**src/rtl/m_drop_controller.sv**
```systemverilog
// Move sequencer for the 7x6 drop-piece game: column check, pile/board update, turn alternation.
// Optional drop animation (FALL state paced by i_tick) is enabled with `DROP_ANIM_EN.

// One column of the pile counter: compares against the requested column and bumps its count.
module m_pile_lane #(
    parameter int CW   = 3,
    parameter int LANE = 0,
    parameter int ROWS = 6
) (
    input  logic [CW-1:0] cnt,
    input  logic [2:0]    col,
    output logic          sel,
    output logic          full,
    output logic [CW-1:0] cnt_nxt
);
    assign sel     = (col == 3'(LANE));
    assign full    = (cnt == CW'(ROWS));
    assign cnt_nxt = (sel && !full) ? cnt + CW'(1) : cnt;
endmodule

// Combinational check/increment of the packed pile-count array for one requested column.
module m_pile_counter #(
    parameter int NUM_COLS = 7,
    parameter int COL_W    = 3,
    parameter int ROWS     = 6
) (
    input  logic [NUM_COLS*COL_W-1:0] pile_in,
    input  logic [2:0]                col,
    output logic                      legal,
    output logic [COL_W-1:0]          land_row,
    output logic [NUM_COLS*COL_W-1:0] pile_out
);
    logic [NUM_COLS-1:0]            sel;
    logic [NUM_COLS-1:0]            full;
    logic [NUM_COLS-1:0][COL_W-1:0] cnt;
    logic [NUM_COLS-1:0][COL_W-1:0] cnt_nxt;

    assign cnt      = pile_in;
    assign pile_out = cnt_nxt;

    genvar g;
    generate
        for (g = 0; g < NUM_COLS; g++) begin : g_lane
            m_pile_lane #(.CW(COL_W), .LANE(g), .ROWS(ROWS)) u_lane (
                .cnt     (cnt[g]),
                .col     (col),
                .sel     (sel[g]),
                .full    (full[g]),
                .cnt_nxt (cnt_nxt[g])
            );
        end
    endgenerate

    // A column outside 0..6 selects no lane, so it falls out as illegal.
    always_comb begin
        legal    = 1'b0;
        land_row = '0;
        for (int i = 0; i < NUM_COLS; i++) begin
            if (sel[i]) begin
                legal    = !full[i];
                land_row = cnt[i];
            end
        end
    end
endmodule

module m_drop_controller #(
    parameter logic FIRST_PLAYER   = 1'b0,
    parameter int   ANIM_ROW_TICKS = 4
) (
    input  logic        i_clk,
    input  logic        i_rst,
    input  logic        i_clear,
    input  logic        i_req_valid,
    output logic        o_req_ready,
    input  logic [2:0]  i_req_col,
    output logic        o_resp_valid,
    output logic        o_resp_ok,
    output logic [2:0]  o_resp_row,
    output logic        o_player,
    output logic [20:0] o_pile_count_array,
    output logic [41:0] o_board_p0,
    output logic [41:0] o_board_p1,
    output logic        o_full,
    input  logic        i_tick,
    output logic        o_anim_valid,
    output logic [2:0]  o_anim_col,
    output logic [2:0]  o_anim_row
);
    localparam int COL_SIZE              = 3;
    localparam int ROW_SIZE              = 3;
    localparam int PILE_COUNT_ARRAY_SIZE = 21;
    localparam int NUM_COLS              = 7;
    localparam int NUM_ROWS              = 6;
    localparam int NUM_CELLS             = 42;
    localparam logic [5:0] CELLS_FULL    = 6'd42;

    typedef enum logic [2:0] {
        S_IDLE   = 3'd0,
        S_CHECK  = 3'd1,
        S_FALL   = 3'd2,
        S_COMMIT = 3'd3,
        S_RESP   = 3'd4
    } state_t;

    state_t                           state, state_nxt;
    logic [COL_SIZE-1:0]              col_q;
    logic                             legal_q;
    logic [ROW_SIZE-1:0]              land_q;
    logic [PILE_COUNT_ARRAY_SIZE-1:0] pile_q;
    logic [NUM_CELLS-1:0]             board_p0_q;
    logic [NUM_CELLS-1:0]             board_p1_q;
    logic [5:0]                       move_cnt;
    logic                             player_q;

    logic                             pc_legal;
    logic [ROW_SIZE-1:0]              pc_land;
    logic [PILE_COUNT_ARRAY_SIZE-1:0] pc_pile;
    logic                             hs;
    logic [5:0]                       cell_idx;
    logic [NUM_CELLS-1:0]             cell_mask;

    m_pile_counter #(.NUM_COLS(NUM_COLS), .COL_W(COL_SIZE), .ROWS(NUM_ROWS)) u_pile_counter (
        .pile_in  (pile_q),
        .col      (col_q),
        .legal    (pc_legal),
        .land_row (pc_land),
        .pile_out (pc_pile)
    );

    assign o_full      = (move_cnt == CELLS_FULL);
    assign o_req_ready = (state == S_IDLE) && !o_full;
    assign hs          = i_req_valid && o_req_ready;

    // Only reached for legal moves, so col_q <= 6 and land_q <= 5 keep the index below 42.
    assign cell_idx  = ({3'b000, land_q} * 6'd7) + {3'b000, col_q};
    assign cell_mask = {{(NUM_CELLS-1){1'b0}}, 1'b1} << cell_idx;

`ifdef DROP_ANIM_EN
    localparam int TICK_W = (ANIM_ROW_TICKS > 1) ? $clog2(ANIM_ROW_TICKS) : 1;
    localparam logic [TICK_W-1:0] TICK_LAST = TICK_W'(ANIM_ROW_TICKS - 1);

    logic [TICK_W-1:0]   tick_cnt;
    logic [ROW_SIZE-1:0] anim_row_q;
    logic                row_tick;
    logic                fall_done;

    assign row_tick  = i_tick && (tick_cnt == TICK_LAST);
    assign fall_done = row_tick && (anim_row_q <= land_q);

    always_ff @(posedge i_clk) begin
        if (i_rst || i_clear) begin
            tick_cnt   <= '0;
            anim_row_q <= '0;
        end else if (state == S_CHECK) begin
            tick_cnt   <= '0;
            anim_row_q <= 3'd5;
        end else if (state == S_FALL && i_tick) begin
            if (row_tick) begin
                tick_cnt <= '0;
                if (anim_row_q > land_q)
                    anim_row_q <= anim_row_q - 3'd1;
            end else begin
                tick_cnt <= tick_cnt + TICK_W'(1);
            end
        end
    end

    assign o_anim_valid = (state == S_FALL);
    assign o_anim_col   = o_anim_valid ? col_q : 3'd0;
    assign o_anim_row   = o_anim_valid ? anim_row_q : 3'd0;
`else
    logic unused_anim;
    assign unused_anim  = i_tick ^ (ANIM_ROW_TICKS < 1);
    assign o_anim_valid = 1'b0;
    assign o_anim_col   = 3'd0;
    assign o_anim_row   = 3'd0;
`endif

    always_comb begin
        state_nxt = state;
        case (state)
            S_IDLE:   if (hs) state_nxt = S_CHECK;
            S_CHECK: begin
                if (!pc_legal)
                    state_nxt = S_RESP;
                else
`ifdef DROP_ANIM_EN
                    state_nxt = S_FALL;
`else
                    state_nxt = S_COMMIT;
`endif
            end
`ifdef DROP_ANIM_EN
            S_FALL:   if (fall_done) state_nxt = S_COMMIT;
`else
            S_FALL:   state_nxt = S_IDLE;
`endif
            S_COMMIT: state_nxt = S_RESP;
            S_RESP:   state_nxt = S_IDLE;
            default:  state_nxt = S_IDLE;
        endcase
    end

    // Clear shares the reset path so an in-flight move is dropped without a response.
    always_ff @(posedge i_clk) begin
        if (i_rst || i_clear) begin
            state      <= S_IDLE;
            col_q      <= '0;
            legal_q    <= 1'b0;
            land_q     <= '0;
            pile_q     <= '0;
            board_p0_q <= '0;
            board_p1_q <= '0;
            move_cnt   <= '0;
            player_q   <= FIRST_PLAYER;
        end else begin
            state <= state_nxt;
            if (hs)
                col_q <= i_req_col;
            if (state == S_CHECK) begin
                legal_q <= pc_legal;
                land_q  <= pc_legal ? pc_land : '0;
            end
            if (state == S_COMMIT) begin
                pile_q <= pc_pile;
                if (player_q)
                    board_p1_q <= board_p1_q | cell_mask;
                else
                    board_p0_q <= board_p0_q | cell_mask;
                move_cnt <= move_cnt + 6'd1;
                player_q <= ~player_q;
            end
        end
    end

    assign o_resp_valid       = (state == S_RESP);
    assign o_resp_ok          = o_resp_valid && legal_q;
    assign o_resp_row         = o_resp_valid ? land_q : 3'd0;
    assign o_player           = player_q;
    assign o_pile_count_array = pile_q;
    assign o_board_p0         = board_p0_q;
    assign o_board_p1         = board_p1_q;
endmodule

```
**config.mk**
```make
export PLATFORM = sky130hd
export DESIGN_NAME = m_drop_controller
export DESIGN_NICKNAME = d
export VERILOG_FILES = /design/src/rtl/m_drop_controller.sv
export SDC_FILE = /design/constraint.sdc
export NUM_CORES = 1
export LEC_CHECK = 0
export CORE_MARGIN = 2
export CORE_UTILIZATION = 51
export CTS_BUF_LIST = sky130_fd_sc_hd__clkbuf_8
export CTS_CLUSTER_SIZE = 10
export DETAILED_ROUTE_END_ITERATION = 16
export PLACE_DENSITY = 0.82
export SKIP_CTS_REPAIR_TIMING = 1
export SLEW_MARGIN = 20
export SYNTH_ARGS = -nofsm -noshare
export SYNTH_HDL_FRONTEND = slang
export SYNTH_SLANG_ARGS = --single-unit
```
**constraint.sdc**
```tcl
create_clock -name i_clk -period 3.31 [get_ports i_clk]
set_input_delay 0.4965 -clock i_clk [delete_from_list [all_inputs] [get_ports i_clk]]
set_output_delay 0.4965 -clock i_clk [all_outputs]
set_load 0.05 [all_outputs]
```
# Yosys cells after proc, flatten, opt, wreduce, memory -nomap -nowiden

Cells that the tools add are included.

Register bits: 122
Bits of input ports: 8
Output and inout port bits: 120
Logic and storage cells: 96

Add/subtract/negate cells: 9
Multiply operators: 1
Equality and inequality tests: 18
Shift operators: 1
Multiplexer cells: 19
Bitwise logic cells: 3
Reduce and logical (&&, ||, !) cells: 30

Operators by type and width:

| kind                   | number |
|---|---|
| $or A42 B42 Y42        | 2 |
| $shl A1 B6 Y42 const A | 1 |
| $eq A3 B3 Y1 const B   | 11 |
| $mux W3                | 11 |
| $add A3 B1 Y3 const B  | 7 |
| $reduce_and A2 Y1      | 9 |
| $logic_and A1 B1 Y1    | 10 |
| $eq A3 B2 Y1 const B   | 3 |
| $pmux W3 S3            | 1 |
| $logic_not A1 Y1       | 8 |
| $mux W1                | 7 |
| $add A6 B1 Y6 const B  | 1 |
| $add A6 B3 Y6          | 1 |
| $eq A3 B1 Y1 const B   | 2 |
| $eq A6 B6 Y1 const B   | 1 |
| $logic_not A3 Y1       | 2 |
| $mul A3 B3 Y6 const B  | 1 |
| $ne A2 B2 Y1 const B   | 1 |
| $logic_or A1 B1 Y1     | 1 |
| $not A1 Y1             | 1 |

# Depth between registers and ports, before layout

Word-level depth: 11
Gate-level depth with buffers: 10
Gate-level depth less buffers: 9

# Hierarchy

Synthesis repeated with hierarchy kept, for this count alone.

Cell total of the unflattened synthesis: 632
Area, all modules: 5706.7 µm²

Modules (own cells, without submodules):

| module                                             | times used | cells each | area each (µm²) | sequential area each (µm²) |
|---|---|---|---|---|
| m_drop_controller                                  | 1          | 502        | 4742.0          | 2442.3 |
| m_pile_lane at u_pile_counter.g_lane[1].u_lane ... | 3          | 12         | 102.6           | 0.0 |
| m_pile_lane at u_pile_counter.g_lane[3].u_lane ... | 3          | 12         | 98.8            | 0.0 |
| m_pile_counter                                     | 1          | 46         | 236.5           | 0.0 |
| m_pile_lane at u_pile_counter.g_lane[0].u_lane     | 1          | 12         | 123.9           | 0.0 |

# Least setup slack after synthesis

Ideal clock, no wire load.

Path kind: register to register
Start point: register land_q[1]
End point: register board_p1_q[12], in the netlist o_board_p1[12]
Setup time: 0.070 ns
Arrival: 2.998 ns
Data required time: 3.240 ns
Path slack: 0.242 ns
Cell stages (with the launch flop): 10
Buffers on the path: 1
Period minus slack after synthesis: 3.068 ns
Cells stage by stage: dfxtp_1 > fa_1 > fa_1 > fa_1 > a21o_1 > a21oi_4 > xor2_4 > nand3_2 > buf_6 > o21ai_1

Longest elaborated chain between the ends: 4

RTL lines:

| item                   | line | source |
|---|---|---|
| from (decl)            | 109  | `logic [ROW_SIZE-1:0] land_q;` |
| from (signal assigned) | 223  | `land_q <= pc_legal ? pc_land : '0;` |
| $mul A3 B3 Y6          | 136  | `assign cell_idx = ({3'b000, land_q} * 6'd7) + {3'b000, col_q};` |
| $add A6 B3 Y6          | 136  |  |
| $shl A1 B6 Y42         | 137  | `assign cell_mask = {{(NUM_CELLS-1){1'b0}}, 1'b1} << cell_idx;` |
| $or A42 B42 Y42        | 228  | `board_p1_q <= board_p1_q \| cell_mask;` |
| to (signal assigned)   | 228  |  |
| to (decl)              | 112  | `logic [NUM_CELLS-1:0] board_p1_q;` |

Every way passes these cells.
A chain may end at the register's enable or synchronous reset.

# Final worst setup path

Start point: register land_q[0]
End point: register board_p0_q[24], in the netlist o_board_p0[24]

Longest elaborated chain between the ends: 4

RTL lines:

| item                 | line | source |
|---|---|---|
| $mul A3 B3 Y6        | 136  |  |
| $add A6 B3 Y6        | 136  |  |
| $shl A1 B6 Y42       | 137  |  |
| $or A42 B42 Y42      | 230  | `board_p0_q <= board_p0_q \| cell_mask;` |
| to (signal assigned) | 230  |  |
| to (decl)            | 111  | `logic [NUM_CELLS-1:0] board_p0_q;` |

Every way passes these cells.

==> metrics.cfg <==
[detailed_routing]
drt-pass1-iter-count = 4
drc = 0
wl_per_cell_um = 15.1
vias = 4371
drtIter0Drc = 172
wl_um = 12600
ant_nets = 0
vias_per_cell = 5.27

[final_layout]
regArea_mm2 = 0.00244
final_common_cell = dfxtp_1
mostFrequentLayoutCells = dfxtp_1, clkdlybuf4s50_1, nand2_1
multi_input_area_mm2 = 0.00259
drive_gt1_frac = 0.147
final_area_mm2 = 0.00695
fillCellCount = 807
fin_nets = 720
antennaDiodeCount = 0
syn_to_final_growth_pct = 32.0

[synth]
ys_seq_elements = 122
synth_area_mm2 = 0.00527
yosysTopAreaCell = dfxtp_1
synth-async-reset-ratio = 0
synth.top_cell.area_share = 0.464
syn_avg_cell_area_um2 = 9.44
synth-main-ff-cell = dfxtp_1
synth_area_leaders = dfxtp_1, nand2_1, ha_1, o21ai_2, nor2_1
yosysSeqAreaShare = 0.464
postSynthCellCount = 558
synth_edf_count = 0
yosysUniqueCellTypes = 60
synth_warnings = 0

[critical_path]
critPathBufInv = 1
crit_slowest_cell = fa_1
cp-start-kind = register
crit_required_ns = 3.65
worst_path_most_repeated_cell = fa_1
max_stage_delay_ns = 0.56
cp_data_arrival_time_ns = 3.51
critical_path.max_fanout = 16
critical_path.top_delay_family = adder cells
endpoint_kind = register
worst-setup-path-type = register to register
worstPathCellList = fa_1, fa_1, fa_1, a21o_1, a21oi_4, xor2_4, nand4_4, buf_12, o21ai_0

[floorplanning]
coreArea_mm2 = 0.0102
io_pins = 128
die-area_mm2 = 0.0112
start_util = 0.517
die_h_um = 106
die_w_um = 106
rows = 37

[power]
p_total_w = 0.00278
leakagePower_nw = 2.59
ir_worst_vdd_uv = 314
power.density_mw_per_mm2 = 400

[clock_network]
htree_levels = 4
clk_latency_ns = 0.42
cts_tree = done
cts_buffers = 17
clockBufferDepth = 2
root_buffer = clkbuf_8
clk_pin_slew_ns = 0.08
clock-sinks = 122

[timing]
grt_setup_unrepaired = false
finalSetupViolCount = 0
postLayoutSetupSlackWorst_ns = 0.134
hold_viol_final = 0
skew_ns = 0.00981
drv_slew = 0
min_period_over_period = 0.960
relSlewSlack = 0.579
finalCriticalPeriod_ns = 3.18
fmax_mhz = 315
tns_ns = 0
worstMarginPinSlew_ns = 0.632

[status]
status = complete, no violations

[global_routing]
grt_pass1_wl_um = 20100
grt_overflow_total = 0
antenna_found_initial = 0
grt_max_degree = 68
grt_pass1_vias = 4199
grt_usage = 0.228

[hold_path]
hold_class = register to register

[flow_run]
drv_cap = 0

[placement]
gp_congestion = 0.804
placed_cell_area_mm2 = 0.00655
io_buffers = 119
dpl.hpwl_um = 9060
place_ws_ns = 0.0126

synth_stat cells, types with 3 or more instances:
cell type,count
nor3_1,3
mux2i_1,7
o32ai_1,3
inv_1,23
a21oi_1,6
buf_4,8
dfxtp_1,122
nor4_1,4
fa_1,4
nand4_1,4
nor2_1,45
buf_6,4
nand3_1,6
buf_2,7
xor2_1,8
nor2b_1,4
nand2_1,111
o21ai_1,16
xnor2_1,12
o21ai_2,35
o21ai_0,27
and2_1,5
ha_1,26
clkbuf_1,13
a22o_1,7
nor3b_2,3
a211oi_1,6
worst paths after layout:
check | startpoint | to | slack [ns] | depth (start not counted)
min | o_board_p0[11] | o_board_p0[11] | 0.46 | 2
min reg2reg | o_board_p0[11] | o_board_p0[11] | 0.46 | 2
max reg2reg | land_q[0] | o_board_p0[24] | 0.13 | 9
max | land_q[0] | o_board_p0[24] | 0.13 | 9
cells by family after synthesis:
family	Yosys count	share of synthesized area
AOI/OAI and AO/OA	119	0.167
adders and majority gates	30	0.0769
and+or+nand+nor	201	0.179
buffers and inverters	55	0.0522
DFF	122	0.464
muxes	9	0.0218
xor gates and xnor gates	21	0.0385
other	1	0.000712
area by class of cell:
cell class	instances	area share
repair buffers	131	0.187
clock buffers	17	0.0337
clock inverters	14	0.0182
inverters	23	0.0124
multi-input cells	387	0.373
well taps	136	0.0245
flip-flops and latches	122	0.351
flip-flops by register name (all words and copies together), names as in the netlist:
signal	cells
move_cnt	6
state	3
col_q	3
legal_q	1
o_pile_count_array	21
o_board_p0	42
o_player	1
land_q	3
o_board_p1	42
worst reg2reg max path: stages, from the launching register on:
cell and delay [ns]:
dfxtp_2 0.35, fa_1 0.56, fa_1 0.47, fa_1 0.48
a21o_1 0.20, a21oi_4 0.19, xor2_4 0.34, nand4_4 0.13
buf_12 0.19, o21ai_0 0.17
metal layers:
layer  global-route usage  vias to the layer above  part of all wire
met2                0.395                      163              0.48
met4               0.0827                        0             0.019
met3               0.0519                       18             0.060
li1                     -                     2127                 -
met5                    0                        -                 0
met1                0.277                     2063              0.44
through the flow:
stage                     cells  utilization  hold WS [ns]
after detailed placement    798        0.643         0.441
after global placement      798        0.643         0.436
after CTS                   829        0.679         0.458
after floorplan             564            -         0.462
final                       830        0.683         0.455
after global routing        830        0.683         0.481
where the power goes:
| group | internal (W) | total, W | switching, W | leakage (nW) |
|---|---|---|---|---|
| clock network | 0.000592 | 0.00120 | 0.000609 | 0.182 |
| registers | 0.00147 | 0.00148 | 0.00000554 | 0.983 |
| logic | 0.0000285 | 0.000106 | 0.0000772 | 1.42 |
| total | 0.00209 | 0.00278 | 0.000692 | 2.58 |
(Power assumes the default switching activity.)
